### config.mk
export PLATFORM = sky130hd
export DESIGN_NAME = gpca_seq_unit
export DESIGN_NICKNAME = d
export VERILOG_FILES = /design/src/rtl/gpca_seq_unit.sv
export SDC_FILE = /design/constraint.sdc
export NUM_CORES = 1
export LEC_CHECK = 0
export CAP_MARGIN = 20
export CORE_ASPECT_RATIO = 0.5
export CORE_UTILIZATION = 40
export CTS_BUF_LIST = sky130_fd_sc_hd__clkbuf_8
export CTS_CLUSTER_DIAMETER = 150
export CTS_CLUSTER_SIZE = 10
export DETAILED_ROUTE_END_ITERATION = 12
export RECOVER_POWER = 100
export SLEW_MARGIN = 20
export SYNTH_ARGS = -nofsm -noshare
export SYNTH_HDL_FRONTEND = slang
export SYNTH_SLANG_ARGS = --single-unit
### constraint.sdc
create_clock -name CLK -period 7.2 [get_ports CLK]
set_input_delay 1.08 -clock CLK [delete_from_list [all_inputs] [get_ports CLK]]
set_output_delay 1.08 -clock CLK [all_outputs]
set_load 0.01 [all_outputs]
### src/rtl/gpca_seq_unit.sv
// gpca_seq_unit: multi-cycle unsigned MUL / SQR / SQRT / DIV on one shared
// shift/add datapath. It retires one radix-2 step per clock and uses a
// START/BUSY/DONE handshake between the host register file and the result FIFO.
module gpca_seq_unit #(
    parameter int unsigned W = 9
) (
    input  logic             CLK,
    input  logic             RST,
    input  logic             START,
    input  logic [1:0]       OP,
    input  logic [2*W-1:0]   A,
    input  logic [W-1:0]     B,
    output logic             BUSY,
    output logic             DONE,
    output logic [2*W-1:0]   Q,
    output logic [W:0]       R,
    output logic             ERR
);

    localparam int unsigned W2 = 2 * W;           // double-width operand / result
    localparam int unsigned RW = W + 1;           // partial remainder width
    localparam int unsigned TW = W + 3;           // sqrt trial width (rem . 2 bits)
    localparam int unsigned CW = $clog2(W2 + 1);  // iteration counter width

    localparam logic [1:0] OP_MUL  = 2'b00;
    localparam logic [1:0] OP_SQR  = 2'b01;
    localparam logic [1:0] OP_SQRT = 2'b10;
    localparam logic [1:0] OP_DIV  = 2'b11;

    typedef enum logic [1:0] {
        S_IDLE = 2'b00,
        S_RUN  = 2'b01,
        S_DONE = 2'b10
    } state_t;

    state_t          state;
    logic [1:0]      op_r;
    logic [CW-1:0]   cnt;

    // Shared datapath registers; their meaning depends on op_r:
    //   acc : product (MUL/SQR), root in low W bits (SQRT), dividend->quotient (DIV)
    //   opa : shifted multiplicand (MUL/SQR), radicand shifted 2 bits/step (SQRT)
    //   opb : multiplier shifted right (MUL/SQR), divisor (DIV)
    //   rem : partial remainder (SQRT/DIV)
    logic [W2-1:0]   acc;
    logic [W2-1:0]   opa;
    logic [W-1:0]    opb;
    logic [RW-1:0]   rem;

    logic [W2-1:0]   acc_nxt;
    logic [W2-1:0]   opa_nxt;
    logic [W-1:0]    opb_nxt;
    logic [RW-1:0]   rem_nxt;

    logic [TW-1:0]   sq_t;
    logic [TW-1:0]   sq_trial;
    logic [RW-1:0]   dv_t;
    logic [RW-1:0]   dv_d;
    logic            last_step;

    assign last_step = (cnt == CW'(1));

    // One radix-2 iteration of the selected operation.
    always_comb begin
        acc_nxt  = acc;
        opa_nxt  = opa;
        opb_nxt  = opb;
        rem_nxt  = rem;
        sq_t     = {rem, opa[W2-1 -: 2]};
        sq_trial = {1'b0, acc[W-1:0], 2'b01};
        dv_t     = {rem[W-1:0], acc[W2-1]};
        dv_d     = {1'b0, opb};
        case (op_r)
            OP_MUL, OP_SQR: begin
                // LSB-first shift-add on the multiplier
                if (opb[0]) begin
                    acc_nxt = acc + opa;
                end
                opa_nxt = {opa[W2-2:0], 1'b0};
                opb_nxt = {1'b0, opb[W-1:1]};
            end
            OP_SQRT: begin
                // Restoring digit-by-digit: bring down 2 radicand bits, try (root<<2)|1
                if (sq_t >= sq_trial) begin
                    rem_nxt = RW'(sq_t - sq_trial);
                    acc_nxt = {acc[W2-2:0], 1'b1};
                end else begin
                    rem_nxt = RW'(sq_t);
                    acc_nxt = {acc[W2-2:0], 1'b0};
                end
                opa_nxt = {opa[W2-3:0], 2'b00};
            end
            default: begin
                // Restoring division: dividend MSB shifts into rem, quotient bit into acc LSB
                if (dv_t >= dv_d) begin
                    rem_nxt = dv_t - dv_d;
                    acc_nxt = {acc[W2-2:0], 1'b1};
                end else begin
                    rem_nxt = dv_t;
                    acc_nxt = {acc[W2-2:0], 1'b0};
                end
            end
        endcase
    end

    // Control FSM, operand capture, iteration and registered result outputs.
    always_ff @(posedge CLK) begin
        if (RST) begin
            state <= S_IDLE;
            BUSY  <= 1'b0;
            DONE  <= 1'b0;
            Q     <= '0;
            R     <= '0;
            ERR   <= 1'b0;
            op_r  <= OP_MUL;
            cnt   <= '0;
            acc   <= '0;
            opa   <= '0;
            opb   <= '0;
            rem   <= '0;
        end else begin
            DONE <= 1'b0;
            case (state)
                S_IDLE, S_DONE: begin
                    if (START) begin
                        op_r  <= OP;
                        rem   <= '0;
                        cnt   <= (OP == OP_DIV) ? CW'(W2) : CW'(W);
                        acc   <= (OP == OP_DIV) ? A : '0;
                        opa   <= (OP == OP_SQRT) ? A : {{W{1'b0}}, A[W-1:0]};
                        opb   <= (OP == OP_SQR) ? A[W-1:0] : B;
                        BUSY  <= 1'b1;
                        state <= S_RUN;
                    end else begin
                        state <= S_IDLE;
                    end
                end
                S_RUN: begin
                    acc <= acc_nxt;
                    opa <= opa_nxt;
                    opb <= opb_nxt;
                    rem <= rem_nxt;
                    cnt <= cnt - CW'(1);
                    if (last_step) begin
                        state <= S_DONE;
                        BUSY  <= 1'b0;
                        DONE  <= 1'b1;
                        case (op_r)
                            OP_MUL, OP_SQR: begin
                                Q   <= acc_nxt;
                                R   <= '0;
                                ERR <= 1'b0;
                            end
                            OP_SQRT: begin
                                Q   <= {{W{1'b0}}, acc_nxt[W-1:0]};
                                R   <= rem_nxt;
                                ERR <= 1'b0;
                            end
                            default: begin
                                // Divide by zero still runs full length, then reports all-ones
                                if (opb == '0) begin
                                    Q   <= '1;
                                    R   <= '0;
                                    ERR <= 1'b1;
                                end else begin
                                    Q   <= acc_nxt;
                                    R   <= {1'b0, rem_nxt[W-1:0]};
                                    ERR <= 1'b0;
                                end
                            end
                        endcase
                    end
                end
                default: begin
                    state <= S_IDLE;
                    BUSY  <= 1'b0;
                end
            endcase
        end
    end

endmodule
Word level (Yosys, flattened, before mapping)
Cells that the tools add are included.
{"block": "totals", "out_inout_bits": 31, "inputBits": 32, "register_bits": 95}
{"block": "op_classes", "muxes": 36, "n_addsub": 4, "n_lt_le_gt_ge": 2, "n_bitwise": 1, "eq_ne": 12, "reduce_logical": 14}
{"op": "$pmux W18 S2", "count": 5}
{"op": "$mux W18", "count": 6}
{"op": "$pmux W10 S2", "count": 3}
{"op": "$mux W9", "count": 4}
{"op": "$mux W10", "count": 3}
{"op": "$add A18 B18 Y18", "count": 1}
{"op": "$pmux W9 S2", "count": 1}
{"op": "$ge A12 B11 Y1", "count": 1}
{"op": "$ge A10 B9 Y1", "count": 1}
{"op": "$mux W5", "count": 2}
{"op": "$pmux W5 S2", "count": 1}
{"op": "$sub A10 B10 Y10", "count": 1}
{"op": "$sub A10 B9 Y10", "count": 1}
{"op": "$logic_not A9 Y1", "count": 1}
{"op": "$eq A2 B2 Y1 const B", "count": 4}
{"op": "$mux W1", "count": 8}
{"op": "$reduce_and A2 Y1", "count": 4}
{"op": "$eq A2 B1 Y1 const B", "count": 3}
{"op": "$ne A2 B2 Y1 const B", "count": 3}
{"op": "$reduce_and A3 Y1", "count": 2}
{"op": "$reduce_or A2 Y1", "count": 3}
{"op": "$eq A5 B1 Y1 const B", "count": 1}
{"op": "$sub A5 B1 Y5 const B", "count": 1}
{"op": "$logic_not A2 Y1", "count": 2}
{"op": "7 further kinds", "count": 7}

Logic depth before layout (Yosys ltp)
Gate-level depths: netlist of the first run.
{"block": "depth", "depth_word": 5, "mapped_depth": 13, "depth_no_buf": 12}

Worst setup path before layout of the first run
No wires, ideal clock.
{"block": "synth_path", "path_type": "flip-flop to flip-flop", "from": "register acc[17]", "to": "register rem[1]", "setup_time_ns": 0.117, "path_stages_with_launch": 12, "slack_ns": 4.669, "arrival_time_ns": 2.413, "path_cell_list": "dfxtp_1 > inv_1 > ha_1 > inv_1 > fa_1 > a21o_1 > a211oi_1 > o311a_1 > buf_2 > mux2i_1 > o21ai_0 > a32o_1"}
{"block": "synth_via", "elab_chain_cells": 4, "word_cells_on_any_way": 5, "classes_between": "add/sub (1); order compare (1); mux (3)"}
{"element": "start: declaration", "line": "45", "source": "logic [W2-1:0] acc;"}
{"element": "start signal: assignment", "line": "129", "source": "acc <= (OP == OP_DIV) ? A : '0;"}
{"element": "start signal: assignment", "line": "139", "source": "acc <= acc_nxt;"}
{"element": "$sub A10 B9 Y10 / $ge A10 B9 Y1 (equally long branches)", "line": "96, 95"}
{"element": "$mux W10 (*)", "line": "95", "source": "if (dv_t >= dv_d) begin"}
{"element": "$pmux W10 S2 (*)", "line": "73", "source": "case (op_r)"}
{"element": "$pmux W10 S2 (*)", "line": "123", "source": "case (state)"}
{"element": "end signal: assignment", "line": "142", "source": "rem <= rem_nxt;"}
{"element": "end: declaration", "line": "48", "source": "logic [RW-1:0] rem;"}
Mark *: on every way between the ends. The rest lies on a longest branch, timed or not.
A chain may end at the register's enable or synchronous reset.

Final worst setup path of the first run
{"block": "layout_path", "from": "register acc[3]", "to": "register R[5]"}
{"block": "layout_via", "elab_chain_cells": 5, "word_cells_on_any_way": 6, "classes_between": "add/sub (1); order compare (1); mux (4)"}
{"element": "$sub A10 B10 Y10 / $ge A12 B11 Y1 (equally long branches)", "line": "85, 84"}
{"element": "$mux W10 (*)", "line": "84", "source": "if (sq_t >= sq_trial) begin"}
{"element": "$pmux W10 S2 (*)", "line": "73"}
{"element": "$mux W9", "line": "161", "source": "if (opb == '0) begin"}
{"element": "$pmux W10 S2 (*)", "line": "148", "source": "case (op_r)"}
{"element": "end signal: assignment", "line": "156", "source": "R <= rem_nxt;"}
{"element": "end signal: assignment", "line": "167", "source": "R <= {1'b0, rem_nxt[W-1:0]};"}
{"element": "end: declaration", "line": "16", "source": "output logic [W:0] R,"}
Marked as above.

==> out/results.ini, run 1 <==
[floorplanning]
initial_core_util_pct = 41.5
core-area_um2 = 15600
die_h_um = 91.8
ios = 63
rows = 32
die_x_um = 182
dieArea_um2 = 16700

[clock_tree]
clk_latency_ns = 0.38
cts_buffers = 9
cts_resized = 0
cts_setup_buffers = 0
clockBufferDepth = 2
cts.sinks = 95
path_clk_slew_ns = 0.10
cts_tree = done
cts_hold_buffers = 0
clockRootBuffer = clkbuf_8
h-tree-depth = 3

[timing]
drv_slew = 54
fmax_mhz = 248
fin_setup_tns_ns = 0
fin_crit_ns = 4.04
relSlewSlack_pct = -35.8
hold_viol = 0
fin_skew_ns = 0.0114
rsz0062_at_grt = no
fin_crit_sh_pct = 56.1
tightest_slew_ns = 2.02
setup_viol = 0

[routing]
drcViolationCount = 0
vias_per_cell = 5.97
wl_per_cell_um = 19.4
via_count = 6582
drt_wl_total_um = 21400
ant_nets = 0
first_pass_iters = 5
initialDrtViolationCount = 640

[power_and_ir_drop]
leakage_nw = 2.84
p_clk_share_pct = 27.7
internal-power_uw = 933
vdd_drop_max_mv = 0.0964
pwr-share-seq_pct = 40.4
combPwrFrac_pct = 31.9
swShare_pct = 37.0
switchingPower_uw = 548
p_per_area_nw_per_um2 = 199

[synthesis]
synth_edf_count = 0
netlist_area_um2 = 6460
ys.flop_type = dfxtp_1
yosys-top-cells-area = dfxtp_1 29%, a21oi_1 7.9%, ha_1 7.6%
seq_area_frac_synth_pct = 29.5
yosys.cell_types.count = 62
synth_top_area_share_pct = 29.5
avgSynthCellArea_um2 = 7.53
ys_ff_latch = 95
synth_fp_nets = 930
synthCells = 857
synth.largest_area_cell = dfxtp_1
synth_warnings = 0
async_flop_share_pct = 0

[critical_path]
r2r_start = acc[3]
worstSetupPathType = register to register
cp-startpoint = acc[3]
r2r_cells = 10
cp-start-kind = register
timing.rr.end = R[5]
worst-path-max-fanout = 15
endpoint_kind = register
reg2reg_slack_ns = 3.16
required_ns = 7.46
critPathArrivalTime_ns = 4.29

[global_route]
grt_pass1_vias = 5999
track_usage_pct = 26.2
grt_max_degree = 47
antenna_found_initial = 0
grt_first_pass_wirelength_um = 34000
grt_overflow = 0

[min_path]
holdCritStartpoint = ERR
hold_depth = 2
holdCritPathClass = register to register
holdPathEnd = ERR

[place]
gp_congestion = 0.951
dpl_cell_area_um2 = 7240
dp_hpwl_um = 15600
io_buffers = 62

[outcome]
failed_checks = capacitance limit, slew limit
status = finished with violations

[cells_and_area]
final_area_um2 = 7430
layout.nets = 967
final_common_cell = nor2_1
layout-drive-gt1-share_pct = 3.45
most-common-layout-cells = 115 x nor2_1, 102 x a21oi_1, 95 x dfxtp_1, 94 x nand2_1, 40 x o21ai_0
area_growth_pct = 15.1
antenna-diode-count = 0

[job]
max_cap_violations = 2

[critical path, stage by stage (launching register included)]
cell and delay (ns):
dfxtp_1 0.44, inv_1 0.11, ha_1 0.40, a21oi_1 0.09, o21ai_0 0.37, a21oi_1 0.09
o21ai_0 1.53, mux2i_1 0.45, nor3_1 0.11, a221oi_1 0.27, nor2_1 0.06
[synth_stat cells (2+ instances only)]
master / instances
nor2b_1: 9
ha_1: 39
o31ai_1: 3
a21boi_0: 2
a211oi_1: 33
a21o_1: 15
a2111oi_0: 2
and2_1: 2
mux2i_1: 20
a311oi_1: 12
o211ai_1: 13
buf_2: 4
fa_1: 2
nand2b_1: 10
nor3b_1: 3
xnor2_1: 16
nand2_1: 94
or3_1: 4
a31oi_1: 13
and4_1: 2
buf_1: 5
dfxtp_1: 95
nor4_1: 4
a22oi_1: 11
nand4_1: 3
o2111ai_1: 2
a21oi_1: 102
nor2_1: 115
o21a_1: 4
inv_1: 31
o311ai_0: 2
clkbuf_1: 40
a32o_1: 8
nand3_1: 16
a32oi_1: 2
a311oi_2: 2
a22o_1: 6
o22ai_1: 5
o22a_1: 2
o21ai_0: 39
xor2_1: 11
nor3_1: 23
a221oi_1: 12
[routing by layer]
metal  part of all wire [%]  track usage [%]
met2                     44             40.6
met4                    1.8             6.71
met5                      0                0
met3                    5.7             4.05
met1                     49             37.6
[metrics by stage]
stage	std cells	setup slack (ns)	hold slack, ns	util [%]	power [mW]
after global routing	1103	2.87	0.481	47.7	1.56
after global placement	1087	4.06	0.445	46.5	1.08
after detailed placement	1087	4.14	0.450	46.5	1.08
after CTS	1103	4.13	0.468	47.9	1.48
after floorplan	857	4.67	0.450	-	0.939
final	1103	3.16	0.459	47.7	1.48
[worst max path at each step]
stage,to,slack (ns),cells after the start
finish,R[5],3.16,10
floorplan,rem[1],4.67,11
global placement,opa[10],4.06,4
CTS,rem[2],4.13,11
detailed placement,rem[2],4.14,11
global route,R[5],2.87,10
[power by group through the flow]
stage	clock network, mW	registers, mW	logic, mW
floorplan	0	0.597	0.342
global placement	0	0.609	0.466
detailed placement	0	0.610	0.470
CTS	0.414	0.597	0.472
global route	0.439	0.603	0.522
finish	0.410	0.599	0.472
[registers in the layout, summed over array words and instances (netlist names), 2 cells and up]
register and count:
Q 18, R 10, acc 18, cnt 5, op_r 2, opa 18
opb 9, rem 10, state 2
[layout make-up]
cell class              instances  area, um^2
clock buffers                   9         124
clock inverters                 7        97.6
fillers                      1559        8140
inverters                      32         120
multi-input cells             680        4230
flip-flops and latches         95        1900
well taps                     204         255
repair buffers                 76         702
[kinds of logic after synthesis]
| family | after synthesis | synth area share (%) |
|---|---|---|
| compound gates | 304 | 31.3 |
| xor+xnor | 27 | 3.66 |
| fa+ha+maj | 41 | 8.18 |
| buf+inv | 82 | 4.90 |
| flops | 95 | 29.5 |
| mux | 21 | 3.33 |
| simple gates | 287 | 19.1 |
Power figures use the tool's default switching activity.
==> run 2: changes to the inputs <==
==> constraint.sdc (replaced) <==
create_clock -name CLK -period 3.36 [get_ports CLK]
set_input_delay 0.504 -clock CLK [delete_from_list [all_inputs] [get_ports CLK]]
set_output_delay 0.504 -clock CLK [all_outputs]
set_load 0.01 [all_outputs]
==> run 2 against run 1 <==
Net effect:
- the run still ends with capacitance limit, slew limit left
- clock-buffer cell count is the same
- die area is the same
- via count grew 1.8%
- critical path type unchanged
- largest cell class unchanged
- highest routed layer unchanged
==> out/results.ini, run 2 (synthesis gave the netlist of run 1 again) <==
[power_and_ir_drop]
p_clk_share_pct = 27.9  ; +0.2 points
leakage_nw = 2.90  ; +2.4%
switchingPower_mw = 1.21  ; +120%
p_per_area_nw_per_um2 = 428  ; +110%
internal-power_mw = 2.02  ; +120%
swShare_pct = 37.4  ; +0.40 points
pwr-share-seq_pct = 39.5  ; -0.9 points
combPwrFrac_pct = 32.6  ; +0.7 points
vdd_drop_max_mv = 0.219  ; +130%

[timing]
fin_setup_tns_ns = 0  ; unchanged
fin_skew_ns = 0.0153  ; +0.00392 ns
rsz0062_at_grt = no
tightest_slew_ns = 1.81  ; -0.202 ns
setup_viol = 0  ; unchanged
relSlewSlack_pct = -22.1  ; +14 points
fin_crit_ns = 3.04  ; -1.00 ns
fmax_mhz = 329  ; +33%
drv_slew = 17  ; -69%
hold_viol = 0  ; unchanged
fin_crit_sh_pct = 90.4  ; +34 points

[critical_path]
required_ns = 3.65  ; -3.81 ns
cpLargestDelayFamily = compound AO/OA/AOI/OAI gates
crit_chain = inv_1 -> ha_1 -> inv_1 -> fa_1 -> a21o_1 -> a211oi_1 -> o311a_1 -> clkbuf_1 -> mux2i_1 -> o21ai_0 -> a32o_1
worstSetupPathType = register to register
r2r_start = acc[17]
worst-path-max-fanout = 10  ; -5
critPathArrivalTime_ns = 3.32  ; -0.97 ns
timing.rr.end = rem[1]
endpoint_kind = register
critPathBufInv = 3  ; +2
cp-start-kind = register
r2r_cells = 11  ; +1
reg2reg_slack_ns = 0.32  ; -2.84 ns
critPathSlowestCell = fa_1
crit_path_frequent_cell = inv_1
critPathMaxStageDelay_ns = 0.39  ; -1.14 ns

[global_route]
grt_pass1_vias = 6178  ; +3.0%
antenna_found_initial = 0  ; unchanged
grt_first_pass_wirelength_um = 35600  ; +4.8%
grt_max_degree = 45  ; -4.3%
grt_overflow = 0  ; unchanged
track_usage_pct = 27.6  ; +1.5 points

[cells_and_area]
reg_top3 = Q (18), acc (18), opa (18)
area_growth_pct = 16.8
regArea_um2 = 1900  ; unchanged
fillers = 1590  ; +2.0%
most-common-layout-cells = 115 x nor2_1, 102 x a21oi_1, 95 x dfxtp_1, 94 x nand2_1, 40 x o21ai_0
multiInputGateArea_um2 = 4230  ; -0.12%
layout-drive-gt1-share_pct = 4.81  ; +1.4 points
antenna-diode-count = 0  ; unchanged
final_common_cell = nor2_1
final_area_um2 = 7540  ; +1.4%
layout.nets = 983  ; +1.7%
final_util_pct = 48.4  ; +0.69 points

[min_path]
holdCritStartpoint = ERR
holdCritPathClass = register to register
hold_depth = 2  ; unchanged
holdPathEnd = ERR

[routing]
vias_per_cell = 5.99  ; +0.35%
ant_nets = 0  ; unchanged
initialDrtViolationCount = 565  ; -12%
drcViolationCount = 0  ; unchanged
drt_wl_total_um = 22700  ; +5.7%
via_count = 6701  ; +1.8%
wl_per_cell_um = 20.2  ; +4.2%
first_pass_iters = 5  ; unchanged

[clock_tree]
cts_setup_buffers = 0  ; unchanged
cts_resized = 0  ; unchanged
clockBufferDepth = 2  ; unchanged
cts_buffers = 9  ; unchanged
cts_tree = done
clk_latency_ns = 0.39  ; about the same
cts.sinks = 95  ; unchanged
cts_hold_buffers = 0  ; unchanged
h-tree-depth = 3  ; unchanged
clockRootBuffer = clkbuf_8
path_clk_slew_ns = 0.11  ; about the same

[floorplanning]
core-area_um2 = 15600  ; unchanged
initial_core_util_pct = 41.5  ; unchanged
die_h_um = 91.8  ; unchanged
dieArea_um2 = 16700  ; unchanged
rows = 32  ; unchanged
ios = 63  ; unchanged
die_x_um = 182  ; unchanged

[outcome]
status = finished with violations
failed_checks = capacitance limit, slew limit

[place]
io_buffers = 62  ; unchanged
dp_hpwl_um = 16800  ; +8.0%
dpl_cell_area_um2 = 7360  ; +1.6%
gp_congestion = 0.961  ; +1.0%

[job]
max_cap_violations = 1  ; -1

[run 2: cell count changes in the layout (fill, tap and decap cells not counted), moves of 2 or more]
cell and delta:
buf_4 +12, clkbuf_1 +2, clkbuf_2 +2, inv_6 +2
[run 2: power groups by stage]
stage / clock (mW) / combinational [mW] / sequential [mW]
after CTS: 0.916 / 1.06 / 1.27
final: 0.899 / 1.05 / 1.27
after floorplan: 0 / 0.733 / 1.28
after global placement: 0 / 1.05 / 1.30
after global routing: 0.964 / 1.16 / 1.28
after detailed placement: 0 / 1.05 / 1.30
[run 2: routing by layer]
layer,global-route usage [%],up-vias,wire (um)
li1,-,3251,-
met1,40.4,3195,11300
met2,42.3,227,9670
met3,4.33,28,1360
met4,6.29,0,365
met5,0,-,0
[run 2: worst max-delay path by stage]
stage            start  endpoint  slack (ns)  depth (start not counted)
2_1_floorplan  acc[17]    rem[1]        0.83                         11
3_3_place_gp    acc[0]     Q[14]        0.57                         11
3_5_place_dp    opa[0]     Q[14]        0.52                         11
4_1_cts         acc[0]     Q[14]        0.46                         11
5_1_grt        acc[17]    rem[1]        0.08                         11
6_report       acc[17]    rem[1]        0.32                         11
[run 2: area by class of cell]
| class | count | share of cell area, % |
|---|---|---|
| multi-input cells | 680 | 56.1 |
| flip-flops and latches | 95 | 25.2 |
| repair buffers | 92 | 10.7 |
| well taps | 204 | 3.39 |
| clock buffers | 9 | 1.64 |
| inverters | 32 | 1.59 |
| clock inverters | 7 | 1.36 |
[run 2: tightest hold or removal path: stages (launching register included)]
cell and delay [ns]:
dfxtp_1 0.32, nand2_1 0.05, a21oi_1 0.05
[run 2: per-stage QoR]
stage	hold slack, ns	setup WS [ns]	std cells	power, mW
finish	0.459	0.323	1119	3.23
global route	0.488	0.0832	1119	3.41
CTS	0.465	0.455	1119	3.25
detailed placement	0.448	0.522	1103	2.35
global placement	0.445	0.568	1103	2.35
floorplan	0.450	0.829	857	2.01
==> run 3: changes to the inputs <==
--- a/config.mk
+++ b/config.mk
@@ -12,8 +12,10 @@
 export CTS_CLUSTER_DIAMETER = 150
 export CTS_CLUSTER_SIZE = 10
 export DETAILED_ROUTE_END_ITERATION = 12
+export PLACE_DENSITY = 0.6
 export RECOVER_POWER = 100
 export SLEW_MARGIN = 20
 export SYNTH_ARGS = -nofsm -noshare
 export SYNTH_HDL_FRONTEND = slang
 export SYNTH_SLANG_ARGS = --single-unit
+export TNS_END_PERCENT = 1
==> results of run 3 <==
The final DEF is identical to that of run 2; final timing and power are the same.
